`config.mk`:
```
export PLATFORM = sky130hd
export DESIGN_NAME = error_detect_buffered_flat
export DESIGN_NICKNAME = d
export VERILOG_FILES = /design/src/rtl/error_detect_buffered_if.sv /design/src/rtl/error_detect_buffered.sv /design/src/flat_wrapper.sv
export SDC_FILE = /design/constraint.sdc
export NUM_CORES = 1
export LEC_CHECK = 0
export BUFFER_PORTS_ARGS = -buffer_cell sky130_fd_sc_hd__buf_2
export CAP_MARGIN = 20
export CORE_MARGIN = 2
export CORE_UTILIZATION = 35
export DETAILED_ROUTE_END_ITERATION = 8
export HOLD_SLACK_MARGIN = 0.08
export PLACE_DENSITY_LB_ADDON = 0.05
export SYNTH_ARGS = -nofsm -noshare
export SYNTH_HDL_FRONTEND = slang
export SYNTH_SLANG_ARGS = --single-unit
```
`constraint.sdc`:
```
create_clock -name CLK -period 3.03 [get_ports CLK]
set_input_delay 0.303 -clock CLK [delete_from_list [all_inputs] [get_ports CLK]]
set_output_delay 0.303 -clock CLK [all_outputs]
set_load 0.005 [all_outputs]
```
`src/rtl/error_detect_buffered_if.sv`:
```
// Flit channels of error_detect_buffered: parity-protected input, checked payload output
// and per-flit error records. All three use valid/ready handshakes.
interface error_detect_buffered_if #(
  parameter int DATA_W = 8
);
  logic [DATA_W:0]   in_data;
  logic              in_valid;
  logic              in_ready;
  logic [DATA_W-1:0] out_data;
  logic              out_valid;
  logic              out_ready;
  logic              err_flag;
  logic              err_valid;
  logic              err_ready;

  modport master (
    output in_data, in_valid, out_ready, err_ready,
    input  in_ready, out_data, out_valid, err_flag, err_valid
  );

  modport slave (
    input  in_data, in_valid, out_ready, err_ready,
    output in_ready, out_data, out_valid, err_flag, err_valid
  );
endinterface

```
`src/rtl/error_detect_buffered.sv`:
```
// Buffered parity checker between link receiver and router core: input FIFO, check stage,
// output and error-record FIFOs, saturating error counter. Optional macro ERR_CAPTURE_EN.
module error_detect_buffered #(
  parameter int DATA_W     = 8,
  parameter int DEPTH      = 4,
  parameter int ERR_DEPTH  = 4,
  parameter int DROP_BAD   = 0,
  parameter int PARITY_ODD = 0,
  parameter int CNT_W      = 16
) (
  input  logic                   CLK,
  input  logic                   RESET,
  error_detect_buffered_if.slave bus,
  input  logic                   clr_count,
  output logic [CNT_W-1:0]       err_count
`ifdef ERR_CAPTURE_EN
  ,
  output logic [DATA_W:0]        err_first,
  output logic                   err_seen
`endif
);
  localparam int AW = $clog2(DEPTH);
  localparam int EW = $clog2(ERR_DEPTH);
  localparam logic [AW:0]      PTR_ONE  = {{AW{1'b0}}, 1'b1};
  localparam logic [EW:0]      EPTR_ONE = {{EW{1'b0}}, 1'b1};
  localparam logic [CNT_W-1:0] CNT_ONE  = {{(CNT_W-1){1'b0}}, 1'b1};
  localparam logic [CNT_W-1:0] CNT_MAX  = {CNT_W{1'b1}};

  logic [DATA_W:0]   in_mem  [DEPTH];
  logic [DATA_W-1:0] out_mem [DEPTH];
  logic              err_mem [ERR_DEPTH];

  logic [AW:0] in_wr, in_rd, out_wr, out_rd;
  logic [EW:0] err_wr, err_rd;

  logic in_full, in_empty, in_push, in_pop;
  logic out_full, out_empty, out_push, out_pop;
  logic err_full, err_empty, err_push, err_pop;
  logic [DATA_W:0] head;
  logic bad, drop, fire, bad_check;

  // Wrap bit differs and index matches -> full; identical pointers -> empty.
  assign in_full   = (in_wr[AW] != in_rd[AW]) && (in_wr[AW-1:0] == in_rd[AW-1:0]);
  assign in_empty  = (in_wr == in_rd);
  assign out_full  = (out_wr[AW] != out_rd[AW]) && (out_wr[AW-1:0] == out_rd[AW-1:0]);
  assign out_empty = (out_wr == out_rd);
  assign err_full  = (err_wr[EW] != err_rd[EW]) && (err_wr[EW-1:0] == err_rd[EW-1:0]);
  assign err_empty = (err_wr == err_rd);

  // NOTE: in_ready depends only on occupancy and RESET, never on downstream ready signals.
  assign bus.in_ready = !in_full && !RESET;
  assign in_push      = bus.in_valid && bus.in_ready;

  // Check stage: a bad flit that will be dropped needs no room in the output FIFO.
  assign head      = in_mem[in_rd[AW-1:0]];
  assign bad       = (^head) != (PARITY_ODD != 0);
  assign drop      = bad && (DROP_BAD != 0);
  assign fire      = !in_empty && !err_full && (!out_full || drop);
  assign bad_check = fire && bad;
  assign in_pop    = fire;
  assign out_push  = fire && !drop;
  assign err_push  = fire;

  assign bus.out_valid = !out_empty;
  assign bus.err_valid = !err_empty;
  assign out_pop       = bus.out_valid && bus.out_ready;
  assign err_pop       = bus.err_valid && bus.err_ready;
  assign bus.out_data  = bus.out_valid ? out_mem[out_rd[AW-1:0]] : '0;
  assign bus.err_flag  = bus.err_valid ? err_mem[err_rd[EW-1:0]] : 1'b0;

  always_ff @(posedge CLK) begin
    if (RESET) begin
      in_wr  <= '0;
      in_rd  <= '0;
      out_wr <= '0;
      out_rd <= '0;
      err_wr <= '0;
      err_rd <= '0;
    end else begin
      if (in_push)  in_wr  <= in_wr  + PTR_ONE;
      if (in_pop)   in_rd  <= in_rd  + PTR_ONE;
      if (out_push) out_wr <= out_wr + PTR_ONE;
      if (out_pop)  out_rd <= out_rd + PTR_ONE;
      if (err_push) err_wr <= err_wr + EPTR_ONE;
      if (err_pop)  err_rd <= err_rd + EPTR_ONE;
    end
  end

  // NOTE: storage arrays are not reset; the pointers alone define valid contents and
  // the read ports present zero while a FIFO is empty.
  always_ff @(posedge CLK) begin
    if (in_push)  in_mem[in_wr[AW-1:0]]   <= bus.in_data;
    if (out_push) out_mem[out_wr[AW-1:0]] <= head[DATA_W-1:0];
    if (err_push) err_mem[err_wr[EW-1:0]] <= bad;
  end

  // Clear wins, but a bad check in the clearing cycle still counts.
  always_ff @(posedge CLK) begin
    if (RESET) begin
      err_count <= '0;
    end else if (clr_count) begin
      err_count <= bad_check ? CNT_ONE : '0;
    end else if (bad_check && (err_count != CNT_MAX)) begin
      err_count <= err_count + CNT_ONE;
    end
  end

`ifdef ERR_CAPTURE_EN
  always_ff @(posedge CLK) begin
    if (RESET) begin
      err_first <= '0;
      err_seen  <= 1'b0;
    end else if (clr_count) begin
      err_first <= bad_check ? head : '0;
      err_seen  <= bad_check;
    end else if (bad_check && !err_seen) begin
      err_first <= head;
      err_seen  <= 1'b1;
    end
  end
`endif
endmodule
```
`src/flat_wrapper.sv`:
```
// flat-port wrapper written by rule: the top's interface ports become plain ports
module error_detect_buffered_flat 
#(
  parameter int DATA_W     = 8,
  parameter int DEPTH      = 4,
  parameter int ERR_DEPTH  = 4,
  parameter int DROP_BAD   = 0,
  parameter int PARITY_ODD = 0,
  parameter int CNT_W      = 16
)
  (CLK, RESET, clr_count, err_count, bus_in_data, bus_in_valid, bus_out_ready, bus_err_ready, bus_in_ready, bus_out_data, bus_out_valid, bus_err_flag, bus_err_valid);
  error_detect_buffered_if #(.DATA_W(DATA_W)) bus_i ();
  input  logic CLK;
  input  logic RESET;
  input  logic clr_count;
  output logic [CNT_W-1:0] err_count;
  input wire logic [$bits(bus_i.in_data)-1:0] bus_in_data;
  input wire logic [$bits(bus_i.in_valid)-1:0] bus_in_valid;
  input wire logic [$bits(bus_i.out_ready)-1:0] bus_out_ready;
  input wire logic [$bits(bus_i.err_ready)-1:0] bus_err_ready;
  output wire logic [$bits(bus_i.in_ready)-1:0] bus_in_ready;
  output wire logic [$bits(bus_i.out_data)-1:0] bus_out_data;
  output wire logic [$bits(bus_i.out_valid)-1:0] bus_out_valid;
  output wire logic [$bits(bus_i.err_flag)-1:0] bus_err_flag;
  output wire logic [$bits(bus_i.err_valid)-1:0] bus_err_valid;
  assign bus_i.in_data = bus_in_data;
  assign bus_i.in_valid = bus_in_valid;
  assign bus_i.out_ready = bus_out_ready;
  assign bus_i.err_ready = bus_err_ready;
  assign bus_in_ready = bus_i.in_ready;
  assign bus_out_data = bus_i.out_data;
  assign bus_out_valid = bus_i.out_valid;
  assign bus_err_flag = bus_i.err_flag;
  assign bus_err_valid = bus_i.err_valid;
  error_detect_buffered #(.DATA_W(DATA_W), .DEPTH(DEPTH), .ERR_DEPTH(ERR_DEPTH), .DROP_BAD(DROP_BAD), .PARITY_ODD(PARITY_ODD), .CNT_W(CNT_W)) u_core (.CLK(CLK), .RESET(RESET), .bus(bus_i), .clr_count(clr_count), .err_count(err_count));
endmodule
```
==> run metrics <==
status=completed; period utilization=92.2%; Leakage=1.95 nW; Total Power=between 5 and 6 mW; initial DRC count=~110; Final Setup Violations=0; slew at the pin closest to its max-slew limit=around 0.63 ns; Synth Cell Area=0.00477 mm²; DR vias/cell=4.87; row cnt=42; wire per inst=15.6 µm; main combinational cell family by area after synthesis=simple AND/OR/NAND/NOR gates; cts bufs inserted=9; design area=0.00547 mm²; fin util=41.2%; YS warnings=0; max-cap viol count=0; Die Y=121 µm; PD cells=about 1000 mW/mm²; clk slew on worst S/H paths=0.07 ns; FF-to-FF End=u_core.err_count[7]; ANT nets after route=0; Worst VDD drop=0.687 mV; Worst Hold Class=input port to register; Cell variety after synth=36; path depth of the worst reg2reg path=8; fraction of layout cells with a size suffix above 1=20.6%; slowest CP cell=mux4_2; Post-Route WL=approximately 8.9 mm; PortBufs=42; CP Cell Sequence=buf_12 > mux4_2 > xnor2_1 > xnor3_1 > xnor2_2 > buf_12 > or4_1 > a21oi_1; fill count=1,265; Overflow after GRT=0; post-CTS setup buffers=0; top cell type's share of synthesized area=45.3%; io pins=43; Hold Crit Depth=1; CTS tree=done; largest net degree at the start of global routing=30; Initial Util=35.9%; fin. max-slew vios=0; Setup TNS Final=0 ns; Worst EP arrival=3.06 ns; antenna violations before repair=0; Synth Area in Adders=4.20%; global router's overall resource usage=~13%; Multi-input gate area=0.00169 mm²; clock sinks=~110; first drt pass iteration count=4; Slew Limit Headroom=about 58%; syn_nets=~380; Seq/Total Area, Yosys=between 60 and 70%; Vias=2,770; Area after DPL=0.00519 mm²; Synth async-reset ratio=0%; Layout Nets=419; critical setup path kind=register to register; Area Overhead vs Synth=14.7%; vias in the first global route=2,791; CP max stage delay=0.56 ns; CP Capture Type=register; mux contribution to synthesized area=9.34%; Die Span X=121 µm; crit path launch type=register; HP Start=bus_in_data[7]; min Tclk post-route=2.79 ns; clock root buffer=clkbuf_16; first-pass GRT wire length=about 14 mm; Most common cell on crit path=buf_12; top cells by area, synth=edfxtp_1, dfxtp_1, mux4_2; die footprint=0.0146 mm²; post-CTS sizing=0; sequential cell area=roughly 0.003 mm²; CTS H-tree lvls=3; synthesized flop and latch total=112; post-synthesis xor/xnor area fraction=5.43%; clock tree buffer depth=2; fmax=0.358 GHz; worst clock skew=about 0.0094 ns; CP required=around 3.3 ns; crit-path leading delay family=XOR/XNOR gates; Post-Synthesis Cells=346; worst reg2reg setup slack=0.24 ns; antenna fix cells=0; Top FF cell, synth=edfxtp_1; CTS Hold Bufs=0; core footprint=0.0133 mm²; Post-Synth Simple-Gate Area=11.6%; Syn Area/Cell=13.8 µm²; Final HPWL DP=6.06 mm; RSZ-0062 raised after global routing=false; area leader, netlist=edfxtp_1; DRC=0; hold violation total from the final report=0; GP Congestion=between 0.7 and 0.8; Hold Crit Endpoint=u_core.in_mem[3][7]; post-synthesis compound-gate area fraction=between 4 and 5%; Crit Path Max Fanout=29; worst skew pair latency=0.34 ns; Post-synth EDFFs=72; crit path buf inv count=2
==> flip-flops by register name (all words and copies together), names as in the netlist, named ones only <==
name              count
u_core.in_rd          3
u_core.err_wr         3
u_core.in_wr          3
u_core.err_mem        4
u_core.out_rd         3
u_core.err_rd         3
u_core.out_mem       32
u_core.in_mem        36
u_core.out_wr         3
u_core.err_count     16
==> through the flow <==
stage | instances | worst slack [ns] | hold slack [ns]
2_1_floorplan | 346 | 0.477 | 0.402
3_3_place_gp | 553 | 0.274 | 0.476
3_5_place_dp | 553 | 0.224 | 0.487
4_1_cts | 569 | 0.209 | 0.163
5_1_grt | 569 | 0.0414 | 0.162
6_report | 569 | 0.237 | 0.175
==> synth_stat cells (2+ instances only) <==
cell type	n
xor2_1	8
clkbuf_1	9
inv_1	14
nand3_1	9
nor2b_1	8
or4_1	11
nand2_1	15
and4_1	2
nand4_1	5
edfxtp_1	72
dfxtp_1	40
nor3_1	2
and3_1	10
nor2_1	25
ha_1	16
buf_2	3
a21oi_1	15
mux2i_1	4
o31ai_1	12
xnor2_1	19
mux4_2	18
and2_1	13
nand3b_1	2
o21ai_1	2
==> worst max path at each step <==
| stage | startpoint | to | cells after the start | slack, ns |
|---|---|---|---|---|
| 2_1_floorplan | register | u_core.err_count[10] | 8 | 0.48 |
| 3_3_place_gp | register | u_core.err_count[10] | 8 | 0.27 |
| 3_5_place_dp | register | u_core.err_count[12] | 8 | 0.22 |
| 4_1_cts | register | u_core.err_count[9] | 8 | 0.21 |
| 5_1_grt | register | u_core.err_count[7] | 8 | 0.04 |
| 6_report | register | u_core.err_count[7] | 8 | 0.24 |
==> power by group <==
group / switching, mW / leakage [nW] / internal (mW)
Clock: 0.555 / 0.135 / 0.571
Combinational: 1.29 / 0.836 / 0.952
Sequential: 0.160 / 0.982 / 2.01
Total: 2.01 / 1.95 / 3.53
==> layout make-up <==
class                   instances  area share, %
clock buffers                  10           4.18
clock inverters                 6          0.914
inverters                      14          0.960
multi-input cells             205           30.9
flip-flops and latches        112           54.1
well taps                     176           4.02
repair buffers                 46           4.85
==> logic make-up after synthesis <==
family / after synthesis
adder cells (fa/ha/maj): 16
XOR/XNOR: 28
buffers and inverters: 29
multiplexers: 22
AO/OA/AOI/OAI: 36
flip-flops: 112
AND/OR/NAND/NOR: 103
==> routing by layer <==
metal	track usage, %	vias to the layer above	share of wire [%]
li1	-	1372	-
met2	20.4	36	46
met3	2.59	5	3.2
met4	4.80	0	0.89
met1	17.6	1357	50
met5	0	-	0
==> placed cells by master (no fill, tap or decap), types with 4 or more instances in the layout <==
| cell type | netlist | routed |
|---|---|---|
| a21oi_1 | 15 | 15 |
| and2_1 | 13 | 13 |
| and3_1 | 10 | 10 |
| buf_2 | 3 | 42 |
| clkbuf_16 | 0 | 9 |
| dfxtp_1 | 40 | 40 |
| edfxtp_1 | 72 | 72 |
| ha_1 | 16 | 16 |
| inv_1 | 14 | 14 |
| mux2i_1 | 4 | 4 |
| mux4_2 | 18 | 18 |
| nand2_1 | 15 | 15 |
| nand3_1 | 9 | 9 |
| nand4_1 | 5 | 5 |
| nor2_1 | 25 | 25 |
| nor2b_1 | 8 | 8 |
| o31ai_1 | 12 | 12 |
| or4_1 | 11 | 11 |
| xnor2_1 | 19 | 18 |
| xor2_1 | 8 | 8 |
Power figures use the tool's default switching activity.
